### src/rtl/traffic_pkg.sv
// Shared lane/arbiter types for the traffic request arbiter.
package traffic_pkg;
  localparam int NUM_LANES = 4;

  typedef logic [NUM_LANES-1:0] lane_vec_t;

  typedef enum logic [1:0] {
    LANE_A = 2'd0,
    LANE_B = 2'd1,
    LANE_C = 2'd2,
    LANE_D = 2'd3
  } lane_e;

  typedef enum logic {
    ST_IDLE = 1'b0,
    ST_HOLD = 1'b1
  } arb_state_e;
endpackage

### src/rtl/traffic_req_arbiter_if.sv
// Sensor/light-controller bundle; emerg exists only with TRAFFIC_EMERGENCY_EN.
interface traffic_req_arbiter_if;
  import traffic_pkg::*;

  lane_vec_t sensor;
  lane_vec_t light_en;
  lane_vec_t switch_to;
  lane_vec_t pending;
`ifdef TRAFFIC_EMERGENCY_EN
  lane_vec_t emerg;

  modport master (output sensor, output light_en, output emerg, input switch_to, input pending);
  modport slave  (input sensor, input light_en, input emerg, output switch_to, output pending);
`else
  modport master (output sensor, output light_en, input switch_to, input pending);
  modport slave  (input sensor, input light_en, output switch_to, output pending);
`endif
endinterface

### src/rtl/traffic_debounce.sv
// One lane: 2-flop synchronizer, run-length debounce, registered rising-edge flag.
module traffic_debounce #(
  parameter int unsigned DEBOUNCE_CYCLES = 4
) (
  input  logic clk,
  input  logic rst_n,
  input  logic i_async,
  output logic o_rise
);
  localparam logic [7:0] CNT_LAST = 8'(DEBOUNCE_CYCLES - 1);

  logic       r_sync1, r_sync2, r_level, r_level_q;
  logic [7:0] r_cnt;

  always_ff @(posedge clk or negedge rst_n) begin
    if (!rst_n) begin
      r_sync1   <= 1'b0;
      r_sync2   <= 1'b0;
      r_level   <= 1'b0;
      r_level_q <= 1'b0;
      r_cnt     <= '0;
    end else begin
      r_sync1   <= i_async;
      r_sync2   <= r_sync1;
      r_level_q <= r_level;
      if (r_sync2 == r_level) begin
        r_cnt <= '0;
      end else if (r_cnt == CNT_LAST) begin
        r_level <= r_sync2;
        r_cnt   <= '0;
      end else begin
        r_cnt <= r_cnt + 8'd1;
      end
    end
  end

  assign o_rise = r_level & ~r_level_q;
endmodule

### src/rtl/traffic_req_arbiter.sv
// Round-robin lane request arbiter with latched pending flags.
// Optional emergency preemption under TRAFFIC_EMERGENCY_EN.
module traffic_req_arbiter
  import traffic_pkg::*;
#(
  parameter int unsigned DEBOUNCE_CYCLES = 4
) (
  input logic                  clk,
  input logic                  rst_n,
  traffic_req_arbiter_if.slave bus
);
  lane_vec_t  w_rise, w_green, w_emerg, w_cand, w_rr_pick, w_emerg_pick;
  lane_vec_t  r_pending, r_grant, w_grant_nxt;
  arb_state_e r_state, w_state_nxt;
  lane_e      r_last, w_last_nxt, w_grant_lane;

  for (genvar gi = 0; gi < NUM_LANES; gi++) begin : g_lane
    traffic_debounce #(.DEBOUNCE_CYCLES(DEBOUNCE_CYCLES)) u_debounce (
      .clk     (clk),
      .rst_n   (rst_n),
      .i_async (bus.sensor[gi]),
      .o_rise  (w_rise[gi])
    );
  end

  // light_en is bit-reversed w.r.t. lane order; anything but one-hot means no lane green
  always_comb begin
    w_green = '0;
    for (int i = 0; i < NUM_LANES; i++)
      w_green[i] = $onehot(bus.light_en) & bus.light_en[NUM_LANES-1-i];
  end

  always_ff @(posedge clk or negedge rst_n) begin
    if (!rst_n) r_pending <= '0;
    else        r_pending <= (r_pending | w_rise) & ~w_green;
  end

`ifdef TRAFFIC_EMERGENCY_EN
  lane_vec_t r_emerg_s1, r_emerg_s2;

  always_ff @(posedge clk or negedge rst_n) begin
    if (!rst_n) begin
      r_emerg_s1 <= '0;
      r_emerg_s2 <= '0;
    end else begin
      r_emerg_s1 <= bus.emerg;
      r_emerg_s2 <= r_emerg_s1;
    end
  end
  assign w_emerg = r_emerg_s2;
`else
  assign w_emerg = '0;
`endif

  always_ff @(posedge clk or negedge rst_n) begin
    if (!rst_n) begin
      r_state <= ST_IDLE;
      r_grant <= '0;
      r_last  <= LANE_D;
    end else begin
      r_state <= w_state_nxt;
      r_grant <= w_grant_nxt;
      r_last  <= w_last_nxt;
    end
  end

  always_comb begin
    logic [1:0] idx;
    w_state_nxt  = r_state;
    w_grant_nxt  = r_grant;
    w_last_nxt   = r_last;
    w_cand       = r_pending & ~w_green;
    w_rr_pick    = '0;
    w_emerg_pick = '0;
    w_grant_lane = LANE_A;
    idx          = '0;
    // descending scan: the lane nearest after last_served is written last and wins
    for (int k = NUM_LANES; k >= 1; k--) begin
      idx = r_last + 2'(k);
      if (w_cand[idx]) w_rr_pick = lane_vec_t'(1) << idx;
    end
    for (int i = NUM_LANES - 1; i >= 0; i--)
      if (w_emerg[i]) w_emerg_pick = lane_vec_t'(1) << i;
    for (int i = 0; i < NUM_LANES; i++)
      if (r_grant[i]) w_grant_lane = lane_e'(2'(i));

    if (w_emerg_pick != '0 && r_grant != w_emerg_pick) begin
      w_state_nxt = ST_HOLD;
      w_grant_nxt = w_emerg_pick;
    end else begin
      case (r_state)
        ST_IDLE: if (w_rr_pick != '0) begin
          w_state_nxt = ST_HOLD;
          w_grant_nxt = w_rr_pick;
        end
        ST_HOLD: if ((r_grant & w_green) != '0) begin
          w_state_nxt = ST_IDLE;
          w_grant_nxt = '0;
          w_last_nxt  = w_grant_lane;
        end
        default: begin
          w_state_nxt = ST_IDLE;
          w_grant_nxt = '0;
        end
      endcase
    end
  end

  always_comb begin
    bus.switch_to = (r_state == ST_HOLD) ? r_grant : '0;
    bus.pending   = r_pending;
  end
endmodule

### src/flat_wrapper.sv
// flat-port wrapper written by rule: the top's interface ports become plain ports
module traffic_req_arbiter_flat import traffic_pkg::*;
#(
  parameter int unsigned DEBOUNCE_CYCLES = 4
)
  (clk, rst_n, bus_sensor, bus_light_en, bus_switch_to, bus_pending);
  traffic_req_arbiter_if bus_i ();
  input logic clk;
  input logic rst_n;
  input wire logic [$bits(bus_i.sensor)-1:0] bus_sensor;
  input wire logic [$bits(bus_i.light_en)-1:0] bus_light_en;
  output wire logic [$bits(bus_i.switch_to)-1:0] bus_switch_to;
  output wire logic [$bits(bus_i.pending)-1:0] bus_pending;
  assign bus_i.sensor = bus_sensor;
  assign bus_i.light_en = bus_light_en;
  assign bus_switch_to = bus_i.switch_to;
  assign bus_pending = bus_i.pending;
  traffic_req_arbiter #(.DEBOUNCE_CYCLES(DEBOUNCE_CYCLES)) u_core (.clk(clk), .rst_n(rst_n), .bus(bus_i));
endmodule
### config.mk
export PLATFORM = sky130hd
export DESIGN_NAME = traffic_req_arbiter_flat
export DESIGN_NICKNAME = d
export VERILOG_FILES = /design/src/rtl/traffic_pkg.sv /design/src/rtl/traffic_req_arbiter_if.sv /design/src/rtl/traffic_debounce.sv /design/src/rtl/traffic_req_arbiter.sv /design/src/flat_wrapper.sv
export SDC_FILE = /design/constraint.sdc
export NUM_CORES = 1
export LEC_CHECK = 0
export CORE_MARGIN = 10
export CORE_UTILIZATION = 64
export CTS_CLUSTER_DIAMETER = 60
export DETAILED_ROUTE_END_ITERATION = 16
export PLACE_DENSITY_LB_ADDON = 0.25
export SLEW_MARGIN = 20
export SYNTH_ARGS = -nofsm -noshare
export SYNTH_HDL_FRONTEND = slang
export SYNTH_HIERARCHICAL = 1
export SYNTH_SLANG_ARGS = --single-unit
### constraint.sdc
create_clock -name clk -period 4.1 [get_ports clk]
set_input_delay 0.82 -clock clk [delete_from_list [all_inputs] [get_ports clk]]
set_output_delay 0.82 -clock clk [all_outputs]
set_load 0.02 [all_outputs]
# After elaboration in Yosys (flattened, before gate mapping)
# Cells that the tools add are included.
word_totals:
  mem_bits_rw: 0
  latch_bits: 0
  output_inout_bits: 8
  reg_bits: 59
  elab_cells: 113
  romBits: 0
  memories: 0
classes:
  muxes: 30
  magnitude_cmp: 4
  eq_ne: 11
  multipliers: 0
  n_shift: 4
  div_mod_pow: 0
  bitwise_logic: 22
  n_addsub: 10
  n_reduce_logical: 8
ops:
  columns: ["operator", "n"]
  rows:
  - ["8-bit 2-to-1 mux", 8]
  - ["8-bit by 1-bit adder with 8-bit output (second input constant)", 4]
  - ["8-bit by 2-bit equality test with 1-bit output (second input constant)", 4]
  - ["4-bit 2-to-1 mux", 7]
  - ["1-bit by 2-bit << shifter with 4-bit output (first input constant)", 4]
  - ["4-bit bitwise AND", 3]
  - ["2-bit by 3-bit less-than comparator with 1-bit output (second input constant)", 4]
  - ["2-bit AND reduction", 6]
  - ["1-bit NOT", 9]
  - ["1-bit bitwise AND", 8]
  - ["1-bit binary-select mux with 2-bit select", 4]
  - ["4-bit one-hot mux with 2 select lines", 1]
  - ["4-bit nonzero test", 2]
  - ["1-bit 2-to-1 mux", 7]
  - ["1-bit by 1-bit adder with 2-bit output", 2]
  - ["2-bit adder (second input constant)", 2]
  - ["1-bit equality test", 4]
  - ["2-bit 2-to-1 mux", 2]
  - ["4-bit NOT", 1]
  - ["4-bit bitwise OR", 1]
  - ["3-bit adder", 1]
  - ["3-bit by 1-bit equality test with 1-bit output (second input constant)", 1]
  - ["2-bit by 1-bit adder with 2-bit output (second input constant)", 1]
  - ["2-bit by 1-bit != test with 1-bit output (second input constant)", 1]
  - ["other kinds (2)", 2]

# Depth between registers and ports, before layout
logic_depth:
  depth_word: 15
  ltp_mapped: 12
  mapped_depth_nobuf: 12

# Hierarchy
# Netlist, hierarchy kept.
modules_own_cells:
  columns: ["mod", "seq_area_each_um2", "instances", "cells_each", "area_per_inst_um2"]
  rows:
  - ["traffic_debounce", 300.3, 4, 46, 524.3]
  - ["traffic_req_arbiter", 277.8, 1, 115, 1038.5]

# Worst setup path after synthesis
# No wires, ideal clock.
synth_timing:
  path_kind: "in2reg"
  start: "in bus_light_en[0]"
  end: "reg u_core.r_state"
  n_path_buf: 0
  slack_ns: 0.393
  cell_stages: 12
  setup_ns: 0.119
  t_required_ns: 3.981
  arrival_ns: 3.588
  path_cell_list: "inv_1 > fa_1 > inv_1 > ha_1 > ha_1 > nor4bb_2 > nand2b_1 > mux4_2 > or3b_1 > o221ai_2 > nand4_2 > and2_1"
synth_via:
  elab_chain_cells: 15
  elab_cells_between_ends: 27
synth_rtl:
  columns: ["element", "line_no", "source"]
  rows:
  - ["from (decl)", "flat_wrapper.sv:11", "input wire logic [$bits(bus_i.light_en)-1:0] bus_light_en;"]
  - ["1-bit by 1-bit adder with 2-bit output (implied by the code)", "traffic_req_arbiter.sv:30", "w_green[i] = $onehot(bus.light_en) & bus.light_en[NUM_LANES-1-i];"]
  - ["3-bit adder (implied by the code)", "traffic_req_arbiter.sv:30", null]
  - ["3-bit by 1-bit equality test with 1-bit output", "traffic_req_arbiter.sv:30", null]
  - ["1-bit bitwise AND", "traffic_req_arbiter.sv:30", null]
  - ["4-bit NOT", "traffic_req_arbiter.sv:72", "w_cand = r_pending & ~w_green;"]
  - ["4-bit bitwise AND", "traffic_req_arbiter.sv:72", null]
  - ["1-bit binary-select mux with 2-bit select", "traffic_req_arbiter.sv:80", "if (w_cand[idx]) w_rr_pick = lane_vec_t'(1) << idx;"]
  - ["1-bit 2-to-1 mux (implied by the code)", "traffic_req_arbiter.sv:80", null]
  - ["4-bit 2-to-1 mux (4 in series)", "traffic_req_arbiter.sv:80", null]
  - ["4-bit nonzero test", "traffic_req_arbiter.sv:92", "ST_IDLE: if (w_rr_pick != '0) begin"]
  - ["1-bit 2-to-1 mux", "traffic_req_arbiter.sv:92", null]
  - ["1-bit one-hot mux with 2 select lines *", "traffic_req_arbiter.sv:91", "case (r_state)"]
  - ["named net u_core.w_state_nxt", "traffic_req_arbiter.sv:14", "arb_state_e r_state, w_state_nxt;"]
  - ["to (signal assigned)", "traffic_req_arbiter.sv:61", "r_state <= w_state_nxt;"]
  - ["to (decl)", "traffic_req_arbiter.sv:14", null]
# Mark *: on every way through the listed nets, which the timed path passes. The rest lies on a longest branch. The select of a mux whose other input is x is not followed.
# A chain may end at the register's enable or synchronous reset.

# Worst setup path after layout
# Same ends and word-level chain as after synthesis.

==> metrics.cfg <==
[finish]
fillers = 288
drive_gt1_share_pct = 21.7
n_antenna_cell = 0
final_cells = 417
fin_area_um2 = 3790
multi_input_area_um2 = 1650
areaGrowthSynthToFinish_pct = 20.9
fin_nets = 370
utilization_pct = 80.3
seq_area_um2 = 1480

[synth]
synth_top_family_by_area = simple AND/OR/NAND/NOR gates
yosys_warnings = 6
synth_fa_ha_area_share_pct = 6.23
synth_enable_flop_cells = 0
ys_top_cells_by_area = dfrtp_1 45%, ha_1 5.6%, nor2_1 3.7%, nand3_1 2.9%, inv_1 2.8%
yosysSeqAreaShare_pct = 47.2
syn-cell-area_um2 = 3140
yosysMostFrequentCell = dfrtp_1
synth_compound_area_share_pct = 12.8
synth_cells = 299
yosys.area.top_type_share_pct = 45.5
yosys_most_used_dff = dfrtp_1
synth-seq-cells = 59
yosys.cell_types.count = 43
yosys.area.top_type = dfrtp_1
synth_simple_gate_area_share_pct = 22.7
synth_commonest_cells = 57 x dfrtp_1, 31 x nor2_1, 23 x inv_1, 18 x nand3_1, 16 x nand2_1
synth.mux.area_fraction_pct = 3.55
synth_nets = 324
avgSynthCellArea_um2 = 10.5
async_flop_share_pct = 100
synth_xor_xnor_area_share_pct = 4.47

[timing]
drv_slew = 0
hold_viol = 0
finalSetupViolCount = 0
fin_hold_ws_ns = 0.349
worstMarginPinSlew_ns = 0.880
min_period_over_period_pct = 97.3
skew_ns = 0.00909
clock.fmax_mhz = 251
relSlewSlack_pct = 41.3
final.min_clock_period_ns = 3.99

[hold_path]
min_path_cells = 0
hp-class = flop to flop

[pwr]
power_frac_comb_pct = 46.9
intPower_w = 0.00152
p_total_w = 0.00255
pwr-share-clk_pct = 18.2
p_sw_w = 0.00102
switching_share_pct = 40.1
powerDensity_nw_per_um2 = 671
vdd_drop_max_uv = 397
pwr-share-seq_pct = 34.9
power.static_leakage_nw = 1.65

[drt]
drtIter0Drc = 162
drc = 0
num_vias = 2346
postRouteAntennaNets = 0
wire_per_inst_um = 14.9
vias_per_cell = 5.63
routed_wl_um = 6200
drt_pass1_iterations = 4

[grt]
grt_max_degree = 42
globalRouteTotalUtil_pct = 15.9
grt_pass1_vias = 2357
grt-ovfl-total = 0
antenna_found_initial = 0
grt_pass1_wl_um = 10900

[outcome]
status = finished clean

[clock_network]
cts_sinks = 59
cts_tree = built
clkLatencyLatePin_ns = 0.33
cts_root_buf = clkbuf_8
path_clk_slew_ns = 0.07
cts_made_buffers = 9
hold_buffers = 0
clockBufferDepth = 2
htreeDepth = 3

[setup_path]
endpoint_kind = flop
critPathBufInv = 4
required_ns = 4.32
worst_r2r_path_depth = 8
crit_family = adder cells
crit_chain = clkdlybuf4s50_1 -> inv_2 -> fa_1 -> inv_1 -> ha_2 -> ha_4 -> buf_4 -> nor4bb_4 -> nand2b_4 -> mux4_2 -> o211ai_1 -> a211oi_2 -> nand4_4 -> and2_4
critPathMaxStageDelay_ns = 0.52
critPathMaxFanout = 8
critPathLaunchType = primary input
path_depth = 14
cp.arrival_ns = 4.21
cp_slowest_cell = fa_1
critPathKind = primary input to flop

[die]
rows = 25
core-area_um2 = 4720
ios = 18
dieHeight_um = 90.0
fp.dieArea_um2 = 8100
initial_utilization_pct = 66.4
chipWidth_um = 90.0

[placement]
place_congestion = 0.891
place_hpwl_um = 4530
port_buffers = 17
dpl_cell_area_um2 = 3520
placed_cells = 400

[run]
maxCapViolCount = 0

## cells in the final DEF (no fill, tap or decap), types with 6 or more instances in the layout
cell type,count
a21oi_1,10
buf_4,20
clkbuf_8,10
clkdlybuf4s50_1,15
dfrtp_1,57
ha_1,12
inv_1,21
nand2_1,16
nand2b_1,8
nand3_1,18
nor2_1,31
o21ai_0,14
o221ai_2,6
or3_1,12
xnor2_1,8
xor2_1,8
## path summary, 6_finish.rpt
path	startpoint	end	slack, ns
hold reg to reg	u_core/g_lane[0].u_debounce/r_sync1	u_core/g_lane[0].u_debounce/r_sync2	0.35
setup reg to reg	u_core/r_last[0]	u_core/r_state	1.06
setup / recovery	bus_light_en[0]	u_core/r_state	0.11
hold / removal	u_core/g_lane[0].u_debounce/r_sync1	u_core/g_lane[0].u_debounce/r_sync2	0.35
max in group asynchronous	rst_n	u_core/g_lane[2].u_debounce/r_level	2.72
min in group asynchronous	rst_n	u_core/g_lane[1].u_debounce/r_cnt[6]	0.61
## registers in the layout, summed over array words and instances, names as in the netlist
name and flops:
u_core/g_lane.u_debounce/r_sync1 4, u_core/g_lane.u_debounce/r_level 4, u_core/r_state 1, u_core/g_lane.u_debounce/r_cnt 32, u_core/g_lane.u_debounce/r_sync2 4, u_core/r_grant 4
u_core/bus.pending 4, u_core/r_last 2, u_core/g_lane.u_debounce/r_level_q 4
## area by class of cell
class	count	area share [%]
Timing Repair Buffer	37	8.38
Clock inverter	5	0.990
Multi-Input combinational cell	215	43.4
Clock buffer	11	3.73
Inverter	23	2.28
Tap cell	67	2.21
Sequential cell	59	39.0
## through the flow
| stage | worst slack (ns) | TNS [ns] |
|---|---|---|
| final | 0.112 | 0 |
| after CTS | 0.0113 | 0 |
| after global placement | -0.331 | -1.60 |
| after global routing | -0.0365 | -0.141 |
| after detailed placement | -0.347 | -1.70 |
| after floorplan | 0.393 | 0 |
## routing by layer
layer,track usage [%],wire length [um],vias up
met2,26.8,3130,39
met3,4.82,248,7
li1,-,-,1163
met5,0,0,-
met4,4.51,52,0
met1,19.2,2770,1137
## worst register-to-register path, delay by kind of cell, from the launching register on
kind,cells,cell delay [ns]
flops,1,0.66
simple gates,2,0.38
buf+inv,1,0.20
mux,1,0.27
compound gates,3,1.02
fa+ha+maj,1,0.41
## power by group through the flow
stage | Combinational (W) | Sequential, W | Clock [W]
after floorplan | 0.000703 | 0.000860 | 0
after global placement | 0.00106 | 0.000886 | 0
after detailed placement | 0.00108 | 0.000892 | 0
after CTS | 0.00110 | 0.000882 | 0.000480
after global routing | 0.00132 | 0.000915 | 0.000508
final | 0.00119 | 0.000889 | 0.000464
## cells by family (layout without fill, tap and decap cells)
logic type                 after synthesis  count (layout)
and+or+nand+nor                        119             119
DFF                                     59              59
AOI/OAI and AO/OA                       57              57
buffers and inverters                   25              76
xor gates and xnor gates                16              16
adders and majority gates               15              15
muxes                                    8               8
## what timing repair did
action                     in CTS  in global routing
pin swaps                       0                  8
setup endpoints to repair       2                  5
setup buffers                   0                  1
resized for setup               1                 16
Note: power is estimated with default switching activity, not from simulation.
